[src/rtl/cpu_defs.sv]
// cpu_defs: shared encodings for the CR16-style multi-cycle controller.
// Holds the FSM state encoding, ALU/PC/write-back select codes, opcode and
// function-field constants, and the EXEC control bundle type.
package cpu_defs;

    typedef enum logic [2:0] {
        StFetch  = 3'd0,
        StDecode = 3'd1,
        StExec   = 3'd2,
        StMem    = 3'd3,
        StMulw   = 3'd4
    } state_e;

    // ALU operation select
    localparam logic [3:0] AluAdd = 4'd0;
    localparam logic [3:0] AluSub = 4'd1;
    localparam logic [3:0] AluAnd = 4'd2;
    localparam logic [3:0] AluOr  = 4'd3;
    localparam logic [3:0] AluXor = 4'd4;
    localparam logic [3:0] AluNot = 4'd5;
    localparam logic [3:0] AluLsh = 4'd6;
    localparam logic [3:0] AluAsh = 4'd7;
    localparam logic [3:0] AluMul = 4'd8;

    // PC update mode
    localparam logic [1:0] PcNext   = 2'b00;
    localparam logic [1:0] PcOffset = 2'b01;
    localparam logic [1:0] PcAbs    = 2'b10;

    // Register-file write-back source
    localparam logic [1:0] WbAlu  = 2'b00;
    localparam logic [1:0] WbMem  = 2'b01;
    localparam logic [1:0] WbRsrc = 2'b10;
    localparam logic [1:0] WbImm  = 2'b11;

    // Immediate extension mode
    localparam logic [1:0] ExtSign = 2'b00;
    localparam logic [1:0] ExtZero = 2'b01;

    // Major opcodes (instr[15:12])
    localparam logic [3:0] OpRType = 4'b0000;
    localparam logic [3:0] OpLdSt  = 4'b0100;
    localparam logic [3:0] OpShift = 4'b1000;
    localparam logic [3:0] OpBcond = 4'b1100;
    localparam logic [3:0] OpAndi  = 4'b0001;
    localparam logic [3:0] OpOri   = 4'b0010;
    localparam logic [3:0] OpXori  = 4'b0011;
    localparam logic [3:0] OpAddi  = 4'b0101;
    localparam logic [3:0] OpSubi  = 4'b1001;
    localparam logic [3:0] OpCmpi  = 4'b1011;
    localparam logic [3:0] OpMovi  = 4'b1101;
    localparam logic [3:0] OpMuli  = 4'b1110;

    // ALU function codes; R-type carries them in instr[7:4], and each
    // immediate form reuses the same value as its major opcode.
    localparam logic [3:0] FnAnd = 4'b0001;
    localparam logic [3:0] FnOr  = 4'b0010;
    localparam logic [3:0] FnXor = 4'b0011;
    localparam logic [3:0] FnAdd = 4'b0101;
    localparam logic [3:0] FnSub = 4'b1001;
    localparam logic [3:0] FnCmp = 4'b1011;
    localparam logic [3:0] FnMov = 4'b1101;
    localparam logic [3:0] FnMul = 4'b1110;

    // Shift and load/store/jump sub-functions (instr[7:4])
    localparam logic [3:0] ExtLsh   = 4'b0100;
    localparam logic [3:0] ExtAsh   = 4'b0001;
    localparam logic [3:0] ExtLoad  = 4'b0000;
    localparam logic [3:0] ExtStor  = 4'b0100;
    localparam logic [3:0] ExtJcond = 4'b1100;

    // Controls the FSM drives during EXEC (and reuses in other states)
    typedef struct packed {
        logic       wr_en;
        logic [3:0] alu_sel;
        logic       alu_src;
        logic [1:0] wb_sel;
        logic       pc_en;
        logic [1:0] pc_mode;
        logic [1:0] sext;
        logic       cmp_f_en;
        logic       of_f_en;
        logic       z_f_en;
        logic       mem_wr_en;
    } ctrl_t;

endpackage

[src/rtl/instr_decoder.sv]
// instr_decoder: combinational map from (opcode, opcode_ext, cmp_result) to
// the EXEC-cycle control bundle. Undefined encodings yield an all-zero NOP.
// Macro CTRL_MUL_EN: when defined, MUL/MULI decode and is_mul_o is present.
module instr_decoder
    import cpu_defs::*;
(
    input  logic [3:0] opcode_i,
    input  logic [3:0] opcode_ext_i,
    input  logic       cmp_result_i,
    output ctrl_t      ctrl_o,
    output logic       is_load_o
`ifdef CTRL_MUL_EN
    ,
    output logic       is_mul_o
`endif
);

    logic [3:0] fn;
    logic       imm;
    logic       alu_hit;

    // Decode the current instruction into its EXEC controls.
    always_comb begin
        ctrl_o    = '0;
        is_load_o = 1'b0;
`ifdef CTRL_MUL_EN
        is_mul_o  = 1'b0;
`endif
        imm     = (opcode_i != OpRType);
        // Immediate forms use the opcode itself as the function code.
        fn      = imm ? opcode_i : opcode_ext_i;
        alu_hit = 1'b0;

        unique case (opcode_i)
            OpRType, OpAndi, OpOri, OpXori, OpAddi, OpSubi, OpCmpi, OpMovi, OpMuli: begin
                alu_hit = 1'b1;
                case (fn)
                    FnAdd: begin
                        ctrl_o.alu_sel = AluAdd;
                        ctrl_o.wr_en   = 1'b1;
                        ctrl_o.of_f_en = 1'b1;
                        ctrl_o.z_f_en  = 1'b1;
                    end
                    FnSub: begin
                        ctrl_o.alu_sel = AluSub;
                        ctrl_o.wr_en   = 1'b1;
                        ctrl_o.of_f_en = 1'b1;
                        ctrl_o.z_f_en  = 1'b1;
                    end
                    FnAnd, FnOr, FnXor: begin
                        ctrl_o.alu_sel = (fn == FnAnd) ? AluAnd :
                                         (fn == FnOr)  ? AluOr  : AluXor;
                        ctrl_o.wr_en   = 1'b1;
                        ctrl_o.z_f_en  = 1'b1;
                        ctrl_o.sext    = imm ? ExtZero : ExtSign;
                    end
                    FnCmp: begin
                        ctrl_o.alu_sel  = AluSub;
                        ctrl_o.cmp_f_en = 1'b1;
                        ctrl_o.z_f_en   = 1'b1;
                    end
                    FnMov: begin
                        ctrl_o.wr_en  = 1'b1;
                        ctrl_o.wb_sel = imm ? WbImm : WbRsrc;
                    end
`ifdef CTRL_MUL_EN
                    FnMul: begin
                        ctrl_o.alu_sel = AluMul;
                        is_mul_o       = 1'b1;
                    end
`endif
                    default: alu_hit = 1'b0;
                endcase
                ctrl_o.alu_src = alu_hit & imm;
            end
            OpShift: begin
                if (opcode_ext_i == ExtLsh) begin
                    ctrl_o.alu_sel = AluLsh;
                    ctrl_o.wr_en   = 1'b1;
                end else if (opcode_ext_i == ExtAsh) begin
                    ctrl_o.alu_sel = AluAsh;
                    ctrl_o.wr_en   = 1'b1;
                end
            end
            OpLdSt: begin
                if (opcode_ext_i == ExtLoad) begin
                    is_load_o = 1'b1;
                end else if (opcode_ext_i == ExtStor) begin
                    ctrl_o.mem_wr_en = 1'b1;
                end else if (opcode_ext_i == ExtJcond && cmp_result_i) begin
                    ctrl_o.pc_en   = 1'b1;
                    ctrl_o.pc_mode = PcAbs;
                end
            end
            OpBcond: begin
                // Offset applies to the PC already incremented in DECODE.
                if (cmp_result_i) begin
                    ctrl_o.pc_en   = 1'b1;
                    ctrl_o.pc_mode = PcOffset;
                end
            end
            default: ;
        endcase
    end

endmodule

[src/rtl/cpu_controller.sv]
// cpu_controller: multi-cycle FETCH/DECODE/EXEC/MEM(/MULW) control FSM for the
// 16-bit CR16-style DataPath. Outputs are combinational from the registered
// state (plus cmp_result for branches) and are forced to 0 while reset is high.
// Macro CTRL_MUL_EN: when defined, MUL/MULI run MUL_CYCLES extra MULW cycles.
module cpu_controller
    import cpu_defs::*;
#(
    parameter int unsigned MUL_CYCLES = 1
) (
    input  logic       clk,
    input  logic       reset,
    input  logic [3:0] opcode,
    input  logic [3:0] opcode_ext,
    input  logic       cmp_result,
    output logic       wr_en,
    output logic [3:0] alu_sel,
    output logic       alu_src,
    output logic [1:0] write_back_sel,
    output logic       pc_en,
    output logic [1:0] pc_addr_mode,
    output logic       next_instr,
    output logic       instr_en,
    output logic [1:0] sign_ext_mode,
    output logic       cmp_f_en,
    output logic       of_f_en,
    output logic       z_f_en,
    output logic       mem_wr_en,
    output logic [2:0] state
);

    if (MUL_CYCLES < 1 || MUL_CYCLES > 4) begin : g_bad_mul_cycles
        $error("MUL_CYCLES must be in 1..4");
    end

    state_e state_q, state_d;
    ctrl_t  dec;
    ctrl_t  ctrl;
    logic   dec_is_load;
    logic   next_instr_c;
    logic   instr_en_c;

`ifdef CTRL_MUL_EN
    localparam logic [1:0] MulLast = 2'(MUL_CYCLES - 1);
    logic       dec_is_mul;
    logic [1:0] mul_cnt_q, mul_cnt_d;
`endif

    instr_decoder u_decoder (
        .opcode_i     (opcode),
        .opcode_ext_i (opcode_ext),
        .cmp_result_i (cmp_result),
        .ctrl_o       (dec),
        .is_load_o    (dec_is_load)
`ifdef CTRL_MUL_EN
        ,
        .is_mul_o     (dec_is_mul)
`endif
    );

    // Next-state and control outputs for the current state.
    always_comb begin
        state_d      = state_q;
        ctrl         = '0;
        next_instr_c = 1'b0;
        instr_en_c   = 1'b0;
`ifdef CTRL_MUL_EN
        mul_cnt_d    = mul_cnt_q;
`endif
        unique case (state_q)
            StFetch: begin
                next_instr_c = 1'b1;
                state_d      = StDecode;
            end
            StDecode: begin
                next_instr_c = 1'b1;
                instr_en_c   = 1'b1;
                ctrl.pc_en   = 1'b1;
                ctrl.pc_mode = PcNext;
                state_d      = StExec;
            end
            StExec: begin
                ctrl = dec;
                if (dec_is_load) begin
                    state_d = StMem;
`ifdef CTRL_MUL_EN
                end else if (dec_is_mul) begin
                    state_d   = StMulw;
                    mul_cnt_d = '0;
`endif
                end else begin
                    state_d = StFetch;
                end
            end
            StMem: begin
                ctrl.wr_en  = 1'b1;
                ctrl.wb_sel = WbMem;
                state_d     = StFetch;
            end
            StMulw: begin
`ifdef CTRL_MUL_EN
                ctrl.alu_sel = AluMul;
                ctrl.alu_src = dec.alu_src;
                if (mul_cnt_q == MulLast) begin
                    ctrl.wr_en  = 1'b1;
                    ctrl.wb_sel = WbAlu;
                    ctrl.z_f_en = 1'b1;
                    state_d     = StFetch;
                end else begin
                    mul_cnt_d = mul_cnt_q + 2'd1;
                end
`else
                state_d = StFetch;
`endif
            end
            default: state_d = StFetch;
        endcase

        // Reset aborts the instruction in the same cycle: no partial writes.
        if (reset) begin
            ctrl         = '0;
            next_instr_c = 1'b0;
            instr_en_c   = 1'b0;
        end
    end

    // State register.
    always_ff @(posedge clk or posedge reset) begin
        if (reset) begin
            state_q <= StFetch;
        end else begin
            state_q <= state_d;
        end
    end

`ifdef CTRL_MUL_EN
    // MULW cycle counter.
    always_ff @(posedge clk or posedge reset) begin
        if (reset) begin
            mul_cnt_q <= '0;
        end else begin
            mul_cnt_q <= mul_cnt_d;
        end
    end
`endif

    assign wr_en          = ctrl.wr_en;
    assign alu_sel        = ctrl.alu_sel;
    assign alu_src        = ctrl.alu_src;
    assign write_back_sel = ctrl.wb_sel;
    assign pc_en          = ctrl.pc_en;
    assign pc_addr_mode   = ctrl.pc_mode;
    assign next_instr     = next_instr_c;
    assign instr_en       = instr_en_c;
    assign sign_ext_mode  = ctrl.sext;
    assign cmp_f_en       = ctrl.cmp_f_en;
    assign of_f_en        = ctrl.of_f_en;
    assign z_f_en         = ctrl.z_f_en;
    assign mem_wr_en      = ctrl.mem_wr_en;
    assign state          = state_q;

endmodule

[config.mk]
export PLATFORM = sky130hd
export DESIGN_NAME = cpu_controller
export DESIGN_NICKNAME = d
export VERILOG_FILES = /design/src/rtl/cpu_defs.sv /design/src/rtl/instr_decoder.sv /design/src/rtl/cpu_controller.sv
export SDC_FILE = /design/constraint.sdc
export NUM_CORES = 1
export LEC_CHECK = 0
export ABC_CLOCK_PERIOD_IN_PS = 3900
export CAP_MARGIN = 20
export CELL_PAD_IN_SITES_DETAIL_PLACEMENT = 0
export CELL_PAD_IN_SITES_GLOBAL_PLACEMENT = 2
export CORE_MARGIN = 2
export CORE_UTILIZATION = 24
export CTS_BUF_LIST = sky130_fd_sc_hd__clkbuf_8
export DETAILED_ROUTE_END_ITERATION = 10
export PLACE_DENSITY = 0.87
export SLEW_MARGIN = 20
export SYNTH_ARGS = -nofsm -noshare
export SYNTH_HDL_FRONTEND = slang
export SYNTH_HIERARCHICAL = 1
export SYNTH_SLANG_ARGS = --single-unit
[constraint.sdc]
create_clock -name clk -period 3.9 [get_ports clk]
set_input_delay 1.17 -clock clk [delete_from_list [all_inputs] [get_ports clk]]
set_output_delay 1.17 -clock clk [all_outputs]
set_load 0.02 [all_outputs]
==> results.cfg <==
[status]
status = completed

[sta]
tns_ns = 0
setup_violations = 0
drv_slew = 0
finClkSkew_ns = 0.000988
fin_crit_ns = 3.82
rsz0062_at_grt = false
final-hold-violation-count = 0
clock.fmax_mhz = 262
whs_ns = 0.597
fin_crit_sh = 0.978
setup_slack_ns = 0.0843

[finish]
drive_gt1_frac = 0.450
largest_reg_flops = 2
fillCellCount = 268
syn_to_final_growth_pct = 79.5
fin_area_sq_um = 1270
fin_nets = 170
n_antenna_cell = 0

[drt]
drt-initial-drc-count = 3
ant_nets = 0
wire_per_inst_microns = 12.7
viasPerCell = 4.84
drc = 0
vias = 880
drt-total-wl_microns = 2310
dr.pass1.iters = 4

[setup_path]
r2r_setup_slack_ns = 2.70
r2r_start = state[0]
critPathKind = input port to primary output
start_kind = input port
reg2reg_depth = 4
path_max_fanout = 5
worstReg2RegEnd = state[0]
end_kind = primary output
critPathRequiredTime_ns = 2.73
cp.arrival_ns = 2.65

[synthesis]
yosysMostFrequentCell = and2_2
synthCells = 93
synthArstFlopShare = 1.00
synth_edf_count = 0
syn_area_sq_um = 707
yosys_warnings = 6
synth.avg_cell_area_sq_um = 7.60
yosys-top-cells-count = and2_2, inv_1, a21oi_1, ha_1, nor2_1
netlist.area_leader.share = 0.106
yosys-top-cells-area = and2_2, ha_1, a31oi_4
synth_area_leader_cell = and2_2
yosys.cell_types.count = 37
synth_top_flop_cell = dfrtp_1
ys_ff_latch = 2
ys_seq_area_frac = 0.0708

[placement]
postPlaceCellArea_sq_um = 1160
hpwl_microns = 1660
io_buffers = 29
place_ws_ns = -0.634
gp_congestion = 0.809

[floorplanning]
die_area_sq_um = 3400
die_w_microns = 58.3
io_pins = 33
die_h_microns = 58.3
start_util = 0.254
num_rows = 19
core_sq_um = 2780

[cts]
cts_buffers = 3
cts_sinks = 2
hold_buffers = 0
cts_tree = yes
clkLatencyLatePin_ns = 0.22
clk_path_buf_depth = 2
clockRootBuffer = clkbuf_8
h-tree-depth = 1
cts.clk_slew.worst_paths_ns = 0.03

[global_routing]
grt_pass1_wl_microns = 3680
grt_max_degree = 14
first_global_vias = 857
antenna_found_initial = 0
grt.overflow.total = 0
grt_use_total = 0.138

[min_path]
min_from = state[1]
min_path_type = flip-flop to flip-flop
hold_depth = 1
min_to = state[1]

[power]
ir_drop_mv = 0.255
p_leak_uw = 0.000600
power.density_nw_per_um2 = 304

[run]
max_cap_violations = 0
[report_power, final]
part	total, uW	switching [uW]	internal (uW)
Sequential	48.1	17.6	30.6
Clock	85.0	19.4	65.6
Combinational	252	132	120
[worst max-delay path by stage]
stage,startpoint,to,depth (start not counted)
final,opcode[0],of_f_en,9
after global routing,opcode_ext[0],wr_en,8
after CTS,opcode_ext[1],alu_sel[0],8
after detailed placement,opcode[3],wr_en,8
after global placement,opcode[3],pc_en,9
after floorplan,opcode[3],wr_en,7
[kinds of logic after synthesis]
family	after synthesis	synth area share
xor gates and xnor gates	3	0.0372
other	2	0.0106
AOI/OAI and AO/OA	19	0.235
buffers and inverters	13	0.108
DFF	2	0.0708
and+or+nand+nor	48	0.432
adders and majority gates	6	0.106
[stage by stage]
step	total power, uW	cells	utilization
2_1_floorplan	184	94	-
6_report	385	182	0.456
3_5_place_dp	288	171	0.418
5_1_grt	414	182	0.456
3_3_place_gp	284	171	0.418
4_1_cts	377	179	0.448
[what timing repair did]
item	4_1_cts	5_1_grt
gates resized for setup	47	12
buffers inserted	5	3
pin swaps	5	2
cloned	0	0
endpoints found under the setup margin	15	11
[worst max-delay path, cell delays in order]
cell	delay (ns)
dlygate4sd2_1	0.26
nor2_4	0.07
buf_4	0.14
a31oi_4	0.25
buf_4	0.17
xnor2_1	0.10
nor2_1	0.05
and2_2	0.16
clkdlybuf4s15_1	0.28
[layout by cell type (no fill, tap or decap), drive strengths merged, types with 3 or more instances in the layout]
cell,synthesis,layout
nor3,4,4
nand2,4,4
nor4,4,4
buf,6,37
clkdlybuf4s50,0,8
nand3,3,3
a31oi,4,4
clkbuf,0,6
conb,2,3
inv,7,7
nor2,8,8
and2,14,14
a21oi,6,6
dlygate4sd2,0,9
ha,6,6
o21ai,5,5
[final cells by class]
cell class / instances / area [sq um] / area share
clock buffer: 3 / 41.3 / 0.0325
inverter: 7 / 26.3 / 0.0207
multi-input combinational: 79 / 639 / 0.504
sequential: 2 / 50.0 / 0.0394
tap: 31 / 38.8 / 0.0306
timing repair buffer: 60 / 473 / 0.373
[routing by layer]
| metal | part of all wire | wire [microns] | track usage | vias up |
|---|---|---|---|---|
| li1 | - | - | - | 435 |
| met1 | 0.43 | 983 | 0.160 | 409 |
| met2 | 0.50 | 1150 | 0.239 | 28 |
| met3 | 0.046 | 106 | 0.0134 | 8 |
| met4 | 0.028 | 64 | 0.0864 | 0 |
| met5 | 0 | 0 | 0 | - |
(Power assumes the default switching activity.)
==> RTL change (same settings) <==
Add a define of `CTRL_MUL_EN`.
--- a/src/rtl/instr_decoder.sv
+++ b/src/rtl/instr_decoder.sv
@@ -2,4 +2,6 @@
 // the EXEC-cycle control bundle. Undefined encodings yield an all-zero NOP.
 // Macro CTRL_MUL_EN: when defined, MUL/MULI decode and is_mul_o is present.
+`define CTRL_MUL_EN
+
 module instr_decoder
     import cpu_defs::*;
Function: changed (Yosys sat finds a counterexample within 4 cycles, from zero or initial values and one cycle with reset high).
==> RTL change against the unedited design <==
Power rose by 23%. Routed wire length rose by 24%. Synthesized area rose by 19%. Hold slack got worse by 0.055 ns. Clock power rose by 11%. Count of clock-buffer cells in the layout did not move. Design area rose by 13%. Via count rose by 23%. Worst setup slack got worse by 0.046 ns. Register-to-register slack got worse by 0.20 ns. Sequential cell count rose by 3. Largest power group unchanged.
==> RTL change: results <==
[placement]
hpwl_um = 2284
placed_cells = 222
dpl_cell_area_um2 = 1374
gp_congestion = 0.8047
port_buffers = 31
place_ws_ns = -0.6613

[grt]
met2_usage_pct = 26.60
antenna_found_initial = 0
grt_pass1_wl_um = 4788
grt_pass1_vias = 1105
grtUsageTotal_pct = 14.82
grt_max_degree = 18
grtUsageMet3_pct = 3.036
grtUsageMet1_pct = 16.83

[clock_network]
post-cts-setup-buffer-count = 0
cts.htree.levels = 1
cts-buffers-inserted = 3
root_buffer = clkbuf_8
cts_resized = 62
clk_latency_ns = 0.22
clk_path_buf_depth = 2

[synthesis]
synthesis.nets = 137
ys_async_sr_fraction_pct = 100.0
yosysSeqAreaShare_pct = 14.90
synth_area_leaders = dfrtp_1 (15%), and3_1 (10%), nor2_1 (6.3%)
ys.warnings.count = 6
synth_ff_type = dfrtp_1
muxShareOfSynthArea_pct = 2.534
synth_cell_types = 44
synth-xor-area-share_pct = 2.086
synth_compound_area_share_pct = 22.50
syn_inst = 125
synthTopCellsByCount = and3_1 (14), nor2_1 (14), nor3_1 (10)
synth_fa_ha_area_share_pct = 1.490

[power_and_ir_drop]
irDropWorstVdd_uv = 137.7
cellLeakagePower_nw = 0.7223

[drt]
drtPass1Iterations = 4
drt_iter0_markers = 26
wl_met2_um = 1395
viasPerCell = 4.788
wl_met1_um = 1311
dr_wl_met3_um = 106
wl_um = 2865
highest_layer = met4

[min_path]
hp-class = reg2reg

[cells_and_area]
layout-drive-gt1-share_pct = 34.44
largest_reg_flops = 3
finalNonFillerCells = 226
nFillCells = 373
num_antenna_cells = 0
multi_input_area_um2 = 679.4
fin_nets = 193

[worst_setup_path]
critPathTopFamily = buffers and inverters
slowest_delay_ns = 0.48
critPathMaxFanout = 6
crit_slowest_cell = clkdlybuf4s50_1

[run_status]
outcome = finished clean

[sta]
fin_skew_ns = 0.001334
RTL change: power breakdown:
group          switching [W]  total (W)  leakage (nW)  internal [W]
clock              0.0000271  0.0000947        0.0269     0.0000676
combinational       0.000151   0.000276         0.633      0.000126
sequential         0.0000305   0.000103        0.0629     0.0000726
RTL change: layout make-up:
class	instances	area share [%]
Clock buffer	3	2.890
Clock inverter	1	0.2627
Sequential cell	5	8.757
Multi-Input combinational cell	104	47.55
Timing Repair Buffer	61	34.94
Inverter	6	1.576
Tap cell	46	4.028
RTL change: worst paths after layout:
path | slack (ns) | end | depth (start not counted) | startpoint
max in group asynchronous | 2.32 | state[1] | 4 | reset
min in group asynchronous | 1.47 | mul_cnt_q[1] | 4 | reset
setup reg to reg | 2.50 | mul_cnt_q[0] | 5 | mul_cnt_q[0]
hold reg to reg | 0.54 | mul_cnt_q[1] | 2 | mul_cnt_q[1]
hold / removal | 0.54 | mul_cnt_q[1] | 2 | mul_cnt_q[1]
setup / recovery | 0.04 | pc_en | 7 | opcode_ext[0]
